$ cat config.mk
export PLATFORM = sky130hd
export DESIGN_NAME = multiword_add_seq
export DESIGN_NICKNAME = d
export VERILOG_FILES = /design/src/rtl/multiword_add_seq_pkg.sv /design/src/rtl/carry_skip_16bit.sv /design/src/rtl/multiword_add_seq.sv
export SDC_FILE = /design/constraint.sdc
export NUM_CORES = 1
export LEC_CHECK = 0
export ABC_AREA = 1
export CAP_MARGIN = 40
export CORE_ASPECT_RATIO = 0.8
export CORE_MARGIN = 5
export CORE_UTILIZATION = 51
export DETAILED_ROUTE_END_ITERATION = 12
export HOLD_SLACK_MARGIN = 0.02
export PLACE_DENSITY = 0.87
export RECOVER_POWER = 25
export SETUP_SLACK_MARGIN = 0.3
export SLEW_MARGIN = 20
export SYNTH_ARGS = -nofsm -noshare
export SYNTH_HDL_FRONTEND = slang
export SYNTH_SLANG_ARGS = --single-unit
export TNS_END_PERCENT = 20
$ cat constraint.sdc
create_clock -name clk -period 9 [get_ports clk]
set_clock_uncertainty 0.2 [all_clocks]
set_input_delay 1.8 -clock clk [delete_from_list [all_inputs] [get_ports clk]]
set_output_delay 1.8 -clock clk [all_outputs]
set_load 0.02 [all_outputs]
$ cat src/rtl/multiword_add_seq_pkg.sv
// Shared definitions for the sequential multi-word adder: slice width and FSM encodings.
package multiword_add_seq_pkg;

    localparam int unsigned SliceW = 16;

    // 2'd3 is unused; the FSM recovers from it to StIdle.
    typedef enum logic [1:0] {
        StIdle = 2'd0,
        StRun  = 2'd1,
        StDone = 2'd2
    } state_e;

endpackage

$ cat src/rtl/carry_skip_16bit.sv
// 16-bit carry-skip adder: four 4-bit ripple blocks, each bypassed when all its bits propagate.
module carry_skip_16bit
    import multiword_add_seq_pkg::*;
(
    input  logic [SliceW-1:0] a,
    input  logic [SliceW-1:0] b,
    input  logic              cin,
    output logic [SliceW-1:0] sum,
    output logic              cout
);

    logic [SliceW-1:0] p;
    logic [SliceW-1:0] g;
    logic [SliceW:0]   rc;
    logic [4:0]        bc;

    always_comb begin
        p     = a ^ b;
        g     = a & b;
        rc    = '0;
        bc    = '0;
        bc[0] = cin;
        for (int blk = 0; blk < 4; blk++) begin
            rc[4*blk] = bc[blk];
            for (int i = 0; i < 4; i++) begin
                rc[4*blk+i+1] = g[4*blk+i] | (p[4*blk+i] & rc[4*blk+i]);
            end
            // Block carry skips straight across when every bit propagates.
            bc[blk+1] = (&p[4*blk +: 4]) ? bc[blk] : rc[4*blk+4];
        end
        sum  = p ^ rc[SliceW-1:0];
        cout = bc[4];
    end

endmodule

$ cat src/rtl/multiword_add_seq.sv
// Adds two WORDS x 16-bit operands one slice per cycle through a single 16-bit adder.
module multiword_add_seq
    import multiword_add_seq_pkg::*;
#(
    parameter int unsigned WORDS = 4
) (
    input  logic                  clk,
    input  logic                  rst,
    input  logic                  start,
    input  logic [SliceW*WORDS-1:0] a,
    input  logic [SliceW*WORDS-1:0] b,
    input  logic                  cin,
    output logic                  busy,
    output logic                  done,
    output logic [SliceW*WORDS-1:0] sum,
    output logic                  cout,
    output logic                  overflow
);

    localparam int unsigned W    = SliceW * WORDS;
    localparam int unsigned IdxW = (WORDS > 1) ? $clog2(WORDS) : 1;

    state_e            state;
    logic [W-1:0]      a_q;
    logic [W-1:0]      b_q;
    logic              carry_q;
    logic [IdxW-1:0]   idx_q;

    logic [SliceW-1:0] add_a;
    logic [SliceW-1:0] add_b;
    logic [SliceW-1:0] add_sum;
    logic              add_cout;
    logic              last;

    always_comb begin
        add_a = '0;
        add_b = '0;
        for (int i = 0; i < int'(WORDS); i++) begin
            if (idx_q == IdxW'(i)) begin
                add_a = a_q[i*SliceW +: SliceW];
                add_b = b_q[i*SliceW +: SliceW];
            end
        end
    end

    assign last = (idx_q == IdxW'(WORDS - 1));

    carry_skip_16bit u_adder (
        .a    (add_a),
        .b    (add_b),
        .cin  (carry_q),
        .sum  (add_sum),
        .cout (add_cout)
    );

    always_ff @(posedge clk or posedge rst) begin
        if (rst) begin
            state    <= StIdle;
            a_q      <= '0;
            b_q      <= '0;
            carry_q  <= 1'b0;
            idx_q    <= '0;
            busy     <= 1'b0;
            done     <= 1'b0;
            sum      <= '0;
            cout     <= 1'b0;
            overflow <= 1'b0;
        end else begin
            unique case (state)
                StIdle: begin
                    done <= 1'b0;
                    if (start) begin
                        a_q      <= a;
                        b_q      <= b;
                        carry_q  <= cin;
                        idx_q    <= '0;
                        sum      <= '0;
                        cout     <= 1'b0;
                        overflow <= 1'b0;
                        busy     <= 1'b1;
                        state    <= StRun;
                    end
                end
                StRun: begin
                    for (int i = 0; i < int'(WORDS); i++) begin
                        if (idx_q == IdxW'(i)) begin
                            sum[i*SliceW +: SliceW] <= add_sum;
                        end
                    end
                    carry_q <= add_cout;
                    if (last) begin
                        // add_sum[15] is the top bit of the final W-bit sum.
                        cout     <= add_cout;
                        overflow <= (a_q[W-1] == b_q[W-1]) && (add_sum[SliceW-1] != a_q[W-1]);
                        idx_q    <= '0;
                        busy     <= 1'b0;
                        done     <= 1'b1;
                        state    <= StDone;
                    end else begin
                        idx_q <= idx_q + IdxW'(1);
                    end
                end
                StDone: begin
                    done  <= 1'b0;
                    state <= StIdle;
                end
                default: begin
                    busy  <= 1'b0;
                    done  <= 1'b0;
                    state <= StIdle;
                end
            endcase
        end
    end

endmodule
# [Yosys cells after proc, flatten, opt, wreduce, memory -nomap -nowiden]
# Cells that the tools add are included.
[op_classes] n_mux=36 add_sub_neg=1 eq_ne=12 n_reduce_logical=16 n_bitwise=36
[ops] cell="2-to-1 mux 16 bit" count=12
[ops] cell="one-hot mux 64 bit (2 select lines)" count=1
[ops] cell="2-to-1 mux 64 bit" count=1
[ops] cell="bitwise XOR 16 bit" count=2
[ops] cell="AND 1 bit" count=16
[ops] cell="AND 16 bit" count=1
[ops] cell="OR 1 bit" count=16
[ops] cell="AND reduction 4 bit" count=4
[ops] cell="AND reduction 3 bit" count=5
[ops] cell="2-to-1 mux 1 bit" count=12
[ops] cell="inequality test 2 bit (second input constant)" count=5
[ops] cell="2-to-1 mux 2 bit" count=4
[ops] cell="one-hot mux 2 bit (2 select lines)" count=2
[ops] cell="== test 2 bit (second input constant)" count=3
[ops] cell="one-hot mux 1 bit (2 select lines)" count=3
[ops] cell="AND reduction 2 bit" count=3
[ops] cell="== test 2 x 1 -> 1 bit (second input constant)" count=2
[ops] cell="logical NOT 2 bit" count=2
[ops] cell="one-hot mux 1 bit (3 select lines)" count=1
[ops] cell="adder 2 x 1 -> 2 bit (second input constant)" count=1
[ops] cell="nonzero test 2 bit" count=1
[ops] cell="== test 1 bit" count=1
[ops] cell="logical AND 1 bit" count=1
[ops] cell="inequality test 1 bit" count=1
[ops] cell="NOT 1 bit" count=1
[word_totals] elab_cells=114 out_inout_bits=68 inputBits=132 ff_bits=201

# [Longest topological paths before layout]
# Gate-level depths: netlist of the first run.
[logic_depth] ltp_word=44 ltp_mapped=39

# [Modules after synthesis]
# A second synthesis of the first run with hierarchy kept.
[hier_totals] hier_cells=1222 area_unflattened_um2=9625.5
[modules_own_cells] mod="multiword_add_seq" area_each_um2=8934.8 cells_per_inst=1158 n_inst=1 seq_area_each_um2=5029.8
[modules_own_cells] mod="carry_skip_16bit" area_each_um2=690.7 cells_per_inst=64 n_inst=1 seq_area_each_um2=0.0

# [Least setup slack after synthesis of the first run]
# No wires, ideal clock.
[synth_path] kind="register -> register" start="register idx_q[0]" end="register overflow" path_buffers=2 slack_ps=736 setup_ps=92 synth_period_minus_slack_ps=8264 arrival_time_ps=7972 path_stages_with_launch=39 cell_sequence="dfrtp_1 inv_1 ha_1 buf_4 clkbuf_1 a21oi_1 o21ai_0 a22oi_1 fa_1 fa_1 fa_1 inv_1 fa_1 o21ai_0 nand2_1 fa_1 inv_1 fa_1 [... 3 more ...] or2_2 and2_1 fa_1 inv_1 fa_1 inv_1 fa_1 fa_1 o21ai_0 nand2_1 fa_1 inv_1 fa_1 fa_1 fa_1 o21ai_0 nand2_1 o31ai_2"
[synth_via] elab_chain_len=44 word_cells_on_any_way=57 classes_between="eq/ne (5); mux (13); bitwise (33); reduce/logical (6)"
[synth_lines] item="from (decl)" line_no="multiword_add_seq.sv:27" rtl="logic [IdxW-1:0] idx_q;"
[synth_lines] item="from (signal assigned)" line_no="multiword_add_seq.sv:100" rtl="idx_q <= idx_q + IdxW'(1);"
[synth_lines] item="logical NOT 2 bit" line_no="multiword_add_seq.sv:39" rtl="if (idx_q == IdxW'(i)) begin"
[synth_lines] item="2-to-1 mux 16 bit (4 in series)" line_no="multiword_add_seq.sv:39"
[synth_lines] item="bitwise XOR 16 bit" line_no="carry_skip_16bit.sv:18" rtl="p = a ^ b;"
[synth_lines] item="AND 1 bit" line_no="carry_skip_16bit.sv:26" rtl="rc[4*blk+i+1] = g[4*blk+i] | (p[4*blk+i] & rc[4*blk+i]);"
[synth_lines] item="OR 1 bit" line_no="carry_skip_16bit.sv:26"
[synth_lines] item="AND 1 bit" line_no="carry_skip_16bit.sv:26"
[synth_lines] item="OR 1 bit" line_no="carry_skip_16bit.sv:26"
[synth_lines] item="AND 1 bit" line_no="carry_skip_16bit.sv:26"
[synth_lines] item="[... 25 more ...]"
[synth_lines] item="OR 1 bit" line_no="carry_skip_16bit.sv:26"
[synth_lines] item="AND 1 bit" line_no="carry_skip_16bit.sv:26"
[synth_lines] item="OR 1 bit" line_no="carry_skip_16bit.sv:26"
[synth_lines] item="bitwise XOR 16 bit" line_no="carry_skip_16bit.sv:31" rtl="sum = p ^ rc[SliceW-1:0];"
[synth_lines] item="inequality test 1 bit" line_no="multiword_add_seq.sv:94" rtl="overflow <= (a_q[W-1] == b_q[W-1]) && (add_sum[SliceW-1] != a_q[W-1]);"
[synth_lines] item="logical AND 1 bit" line_no="multiword_add_seq.sv:94"
[synth_lines] item="2-to-1 mux 1 bit" line_no="multiword_add_seq.sv:91" rtl="if (last) begin"
[synth_lines] item="one-hot mux 1 bit (2 select lines)" line_no="multiword_add_seq.sv:69" rtl="unique case (state)"
[synth_lines] item="to (signal assigned)" line_no="multiword_add_seq.sv:94"
[synth_lines] item="to (decl)" line_no="multiword_add_seq.sv:17" rtl="output logic overflow"
# Several ways; a longest one is shown, not always the timed one. The select of a mux whose other input is x is not followed.
# A chain may end at the register's enable or synchronous reset.

# [Final worst setup path of the first run]
# Ends and elaborated chain as after synthesis.

==> impl_metrics.csv, run 1 <==
group,metric,value,unit
die,die_y,131,um
critical_path,critical_path.startpoint_type,"register",
sta,period_needed,8.45,ns
synth,yosys_register_bits,201,
layout,syn_to_final_growth,31.9,%
critical_path,worstPathRequired,9.19,ns
synth,synth_warnings,0,
layout,fin_nets,1412,
min_path,min_path_cells,2,
min_path,holdCritPathClass,"register to register",
critical_path,timing.rr.start,"idx_q[0]$_DFFE_PP0P_",
layout,finalNonFillerCells,1488,
synth,synthFlopType,"dfrtp_1",
critical_path,r2r_slack,0.55,ns
critical_path,crit_type,"register to register",
synth,synth_cell_types,29,
layout,final_core_util,0.684,
sta,period_share,0.938,
synth,ys_async_sr_fraction,1.00,
cts,cts_root_buffer,"clkbuf_16",
cts,cts_sinks,201,
cts,cts_buffers,20,
drt,wl_per_cell,18.1,um
synth,yosysMostFrequentCell,"nand2_1",
critical_path,end_kind,"register",
critical_path,crit_path_end,"overflow$_DFFE_PP0P_",
drt,drt-met1-wl,11100,um
sta,hold_ws,0.282,ns
drt,dr_wl_met2,12000,um
layout,final.fill_count,1317,
power_and_ir_drop,leakage,5.89,nW
critical_path,cp_num_buf_inv,8,
die,core_area,18100,um2
synth,synth_top_area_frac,0.535,
cts,hold_buffers,0,
synth,synth.avg_cell_area,8.92,um2
synth,synth_edf_count,0,
placed_design,gp_congestion,0.968,
layout,diodes,0,
synth,synth_area_leaders,"dfrtp_1, nand2_1, o21ai_0",
critical_path,critical_path.reg2reg.endpoint,"overflow$_DFFE_PP0P_",
grt,grt_overflow,0,
cts,cts_tree,"yes",
synth,syn_nets,1222,
drt,final_antenna_net_count,0,
drt,viasPerCell,5.45,
placed_design,place_ws,0.263,ns
grt,grt_pass1_wl,41800,um
critical_path,cp_top_family,"adder cells",
run_status,outcome,"complete, but fails checks",
critical_path,critPathSlowestCell,"dfrtp_1",
sta,finalHoldViolations,0,
grt,grt_max_degree,129,
synth,synth_area_leader_cell,"dfrtp_1",
drt,highest_layer,"met5",
power_and_ir_drop,vdd_drop_max,0.193,mV
grt,grt_use_total,0.243,
drt,detail_route.first_pass.iterations,5,
cts,clockBufferDepth,3,
critical_path,cp_max_fo,7,
die,die_w,162,um
sta,relSlewSlack,-1.96,
die,die-area,21300,um2
sta,worst_slew_pin_slew,4.43,ns
run_status,violations,"capacitance limit, slew limit",
drt,vias,8109,
layout,drive_gt1_frac,0.0787,
cts,clk_transition_reported_paths,0.06,ns
synth,ys_top_cells_by_count,"nand2_1, dfrtp_1, o21ai_0",
critical_path,crit_top_cell,"fa_1",
synth,synthCells,1054,
critical_path,cpPeakStageDelay,0.45,ns
critical_path,worstPathArrival,8.64,ns
drt,met3_length,2730,um
critical_path,cp.depth,37,
grt,grt_antenna_before_repair,1,
cts,htree_levels,1,
sta,final-max-slew-violation-count,138,
critical_path,critPathLaunch,"idx_q[0]$_DFFE_PP0P_",
power_and_ir_drop,pwr_density_cell,425,nW/um2
die,start_util,0.519,
layout,multi_input_area,3690,um2
drt,drc_errors,0,
sta,fin_setup_tns,0,ns
sta,fmax,118,MHz
die,io-pin-count,200,
placed_design,numPortBuffers,199,
synth,synth_area,9400,um2
sta,grt_setup_unrepaired,"false",
drt,drt_iter0_drc,1002,
die,row_count,44,
sta,setup_ws,0.555,ns
run,max_cap_violations,2,
grt,grt_pass1_vias,7832,
placed_design,numPlacedInstances,1434,
placed_design,hpwl,19100,um
sta,setup_viol_count_final,0,
synth,synth-seq-area-share,0.535,
cts,clk-insertion-delay-late,0.49,ns
drt,drt-total-wl,26900,um
layout,area.sequential,5030,um2
critical_path,worst_r2r_path_depth,37,
power breakdown:
group          internal (W)  switching [W]  leakage [nW]
Sequential          0.00132       0.000233          2.54
Clock              0.000561       0.000342         0.356
Combinational       0.00106        0.00176          3.00
metal layers:
layer,vias to the layer above,GRT usage
met3,78,0.0585
li1,3726,-
met2,459,0.364
met1,3844,0.357
met4,2,0.0653
met5,-,0
cell usage in the layout (no fill, tap or decap), types with 16 or more instances in the layout:
cell type and n:
o21ai_0 95, clkbuf_16 21, nand2_1 382, a22oi_1 19, dfrtp_1 201, o21ai_1 63
ha_1 16, a21oi_1 49, buf_4 21, clkdlybuf4s50_1 198, inv_1 82
stage by stage:
step           power [W]  cell area, um2
5_1_grt          0.00567           12400
6_report         0.00527           12400
2_1_floorplan    0.00327            9400
3_5_place_dp     0.00412           11400
4_1_cts          0.00512           12200
3_3_place_gp     0.00400           11300
logic make-up (layout without fill, tap and decap cells):
logic type                 count (synthesis)  in the layout  share of synthesized area
adders and majority gates                 36             36                     0.0607
and+or+nand+nor                          410            410                      0.171
AOI/OAI and AO/OA                        254            254                      0.150
buffers and inverters                    153            357                     0.0830
DFF                                      201            201                      0.535
worst register-to-register path, delay by kind of cell, from the launching register on:
family	cells	cell delay (ns)
AO/OA/AOI/OAI	7	0.97
adder cells (fa/ha/maj)	17	5.28
buffers and inverters	8	0.72
flip-flops	1	0.45
AND/OR/NAND/NOR	5	0.76
layout make-up:
class | count | area share
flip-flops and latches | 201 | 0.406
multi-input cells | 700 | 0.298
repair buffers | 230 | 0.187
clock buffers | 27 | 0.0458
inverters | 91 | 0.0283
well taps | 230 | 0.0232
clock inverters | 9 | 0.0122
state kept, by name, indices dropped and copies added, names as in the netlist:
name	flops
carry_q	1
b_q	64
state	2
cout	1
overflow	1
sum	64
busy	1
done	1
idx_q	2
a_q	64
worst min-delay path by stage:
stage	from	endpoint	slack [ns]
3_3_place_gp	a_q[28]$_DFFE_PP0P_	a_q[28]$_DFFE_PP0P_	0.26
4_1_cts	b_q[35]$_DFFE_PP0P_	b_q[35]$_DFFE_PP0P_	0.28
5_1_grt	sum[60]$_DFFE_PP0P_	sum[60]$_DFFE_PP0P_	0.31
3_5_place_dp	b_q[35]$_DFFE_PP0P_	b_q[35]$_DFFE_PP0P_	0.27
2_1_floorplan	a_q[48]$_DFFE_PP0P_	a_q[48]$_DFFE_PP0P_	0.24
6_report	a_q[11]$_DFFE_PP0P_	a_q[11]$_DFFE_PP0P_	0.28
timing repair:
action,4_1_cts,5_1_grt
setup endpoints to repair,1,11
buffers inserted,10,4
gates cloned,0,0
pin swaps,5,8
resized for setup,7,28
Power figures use the tool's default switching activity.
==> run 2: changes to the inputs <==
ABC_CLOCK_PERIOD_IN_PS = 9000   (was unset)
==> results of run 2 <==
The final DEF is identical to that of run 1; final timing and power are the same.
==> run 3: changes to the inputs <==
CORE_ASPECT_RATIO = 0.6   (was 0.8)
==> run 3 against run 2 <==
Effect of this change: the run still ends with capacitance limit, slew limit left; cell count fell by 0.34%; largest cell class unchanged; total power fell by 2.7%; flip-flop and latch count did not move; design area fell by 1.6%.
==> impl_metrics.csv, run 3 (synthesized netlist as in run 1, its figures left out) <==
group,metric,value,unit
sta,fin_setup_tns,0,ns
layout,diodes,0,
die,io-pin-count,200,
layout,drive_gt1_frac,0.0676,
cts,cts_root_buffer,"clkbuf_16",
drt,viasPerCell,5.36,
die,row_count,38,
power_and_ir_drop,pwr_density_cell,420,nW/um2
cts,cts_tree,"yes",
critical_path,cp_num_buf_inv,8,
cts,clk-insertion-delay-late,0.48,ns
grt,grt_pass1_vias,7826,
die,die_w,185,um
die,die_y,115,um
sta,period_needed,8.35,ns
min_path,holdCritPathClass,"register to register",
grt,grt_antenna_before_repair,0,
critical_path,end_kind,"register",
critical_path,cpPeakStageDelay,0.46,ns
drt,drt_iter0_drc,808,
grt,grt_max_degree,108,
grt,grt_overflow,0,
drt,drc_errors,0,
power_and_ir_drop,leakage,5.81,nW
placed_design,numPortBuffers,199,
sta,fmax,120,MHz
sta,setup_viol_count_final,0,
layout,reg.largest.list,"a_q (64), b_q (64), sum (64)",
critical_path,cp_max_fo,18,
layout,syn_to_final_growth,29.8,%
sta,final-max-slew-violation-count,108,
die,core_area,18100,um2
sta,grt_setup_unrepaired,"false",
layout,fin_nets,1402,
power_and_ir_drop,pwr-share-comb,0.546,
grt,grt_use_total,0.252,
cts,clockBufferDepth,3,
power_and_ir_drop,vdd_drop_max,0.193,mV
cts,clk_transition_reported_paths,0.07,ns
drt,vias,7956,
cts,cts_sinks,201,
die,die-area,21300,um2
run_status,violations,"capacitance limit, slew limit",
drt,drt-total-wl,27300,um
critical_path,cp_top_family,"adder cells",
sta,period_share,0.928,
layout,final_cell_mix,"nand2_1, dfrtp_1, clkdlybuf4s50_1, o21ai_0, inv_1",
cts,cts_buffers,19,
placed_design,hpwl,19600,um
sta,worst_slew_pin_slew,4.63,ns
drt,wl_per_cell,18.4,um
critical_path,worstPathArrival,8.55,ns
drt,detail_route.first_pass.iterations,5,
drt,final_antenna_net_count,0,
grt,grt_pass1_wl,42600,um
critical_path,crit_type,"register to register",
power_and_ir_drop,finalPower,0.00513,W
layout,final.fill_count,1415,
critical_path,critical_path.startpoint_type,"register",
run_status,outcome,"complete, but fails checks",
placed_design,gp_congestion,0.961,
power_and_ir_drop,netSwitchingFraction,0.455,
power_and_ir_drop,pwr-share-clk,0.153,
run,max_cap_violations,1,
power_and_ir_drop,p_sw,0.00234,W
sta,finalHoldViolations,0,
layout,final_common_cell,"nand2_1",
critical_path,crit_top_cell,"fa_1",
power_and_ir_drop,internal_power,0.00279,W
die,start_util,0.520,
critical_path,worstPathRequired,9.19,ns
critical_path,critPathSlowestCell,"fa_1",
sta,relSlewSlack,-2.09,
power_and_ir_drop,seqPwrFrac,0.300,
cts,htree_levels,1,
-- run 3: cell types whose count changed in the layout (fill, tap and decap cells not counted), sizes merged --
cell	delta
dlymetal6s4s	+1
inv	-1
bufinv	-2
clkinvlp	+1
buf	-9
clkdlybuf4s25	-1
clkbuf	-4
-- run 3: timing repair --
| item | 4_1_cts | 5_1_grt |
|---|---|---|
| resized for setup | 7 | 20 |
| hold buffers | 0 | 0 |
| setup endpoints to repair | 2 | 11 |
| pin swaps | 3 | 7 |
| cloned | 0 | 0 |
| setup buffers | 2 | 2 |
-- run 3: power groups by stage --
stage	clock (W)	combinational, W	sequential [W]
final	0.000786	0.00280	0.00154
after floorplan	0	0.00167	0.00161
after global placement	0	0.00253	0.00153
after CTS	0.000797	0.00265	0.00153
after detailed placement	0	0.00260	0.00154
after global routing	0.000842	0.00313	0.00158
-- run 3: routing by layer --
| layer | vias to the layer above | wire, um | GRT usage |
|---|---|---|---|
| met1 | 3822 | 12200 | 0.389 |
| met4 | 0 | 438 | 0.0371 |
| met2 | 380 | 12000 | 0.374 |
| met5 | - | 0 | 0 |
| li1 | 3707 | - | - |
| met3 | 47 | 2730 | 0.0598 |
-- run 3: path summary, 6_finish.rpt --
kind                                            from                    to  slack [ns]  cells after the start
worst max-delay path            idx_q[0]$_DFFE_PP0P_  overflow$_DFFE_PP0P_        0.65                     36
worst min-delay path             sum[43]$_DFFE_PP0P_   sum[43]$_DFFE_PP0P_        0.28                      2
worst max register to register  idx_q[0]$_DFFE_PP0P_  overflow$_DFFE_PP0P_        0.65                     36
worst min register to register   sum[43]$_DFFE_PP0P_   sum[43]$_DFFE_PP0P_        0.28                      2
max in group asynchronous                        rst   a_q[54]$_DFFE_PP0P_        1.60                      3
min in group asynchronous                        rst   b_q[55]$_DFFE_PP0P_        1.86                      2
-- run 3: stage by stage --
stage | worst slack, ns | cell area (um2) | util | hold WS, ns | std cells
floorplan | 0.736 | 9400 | - | 0.244 | 1054
global placement | 0.538 | 11400 | 0.629 | 0.266 | 1443
detailed placement | 0.207 | 11400 | 0.630 | 0.269 | 1444
CTS | 0.310 | 12000 | 0.666 | 0.284 | 1476
global route | 0.265 | 12200 | 0.675 | 0.298 | 1483
finish | 0.645 | 12200 | 0.675 | 0.284 | 1483
-- run 3: final cells by class --
type,instances,area (um2),share of cell area
Inverter,91,350,0.0287
Timing Repair Buffer,221,2270,0.186
Clock inverter,7,87.6,0.00718
Tap cell,240,300,0.0246
Sequential cell,201,5030,0.412
Clock buffer,23,510,0.0418
Multi-Input combinational cell,700,3650,0.299
-- run 3: worst reg2reg max path: cells and delay by family, from the launching register on --
| family | cells | cell delay, ns |
|---|---|---|
| fa+ha+maj | 17 | 5.25 |
| simple gates | 5 | 0.74 |
| buf+inv | 8 | 0.78 |
| compound gates | 6 | 0.87 |
| flops | 1 | 0.43 |
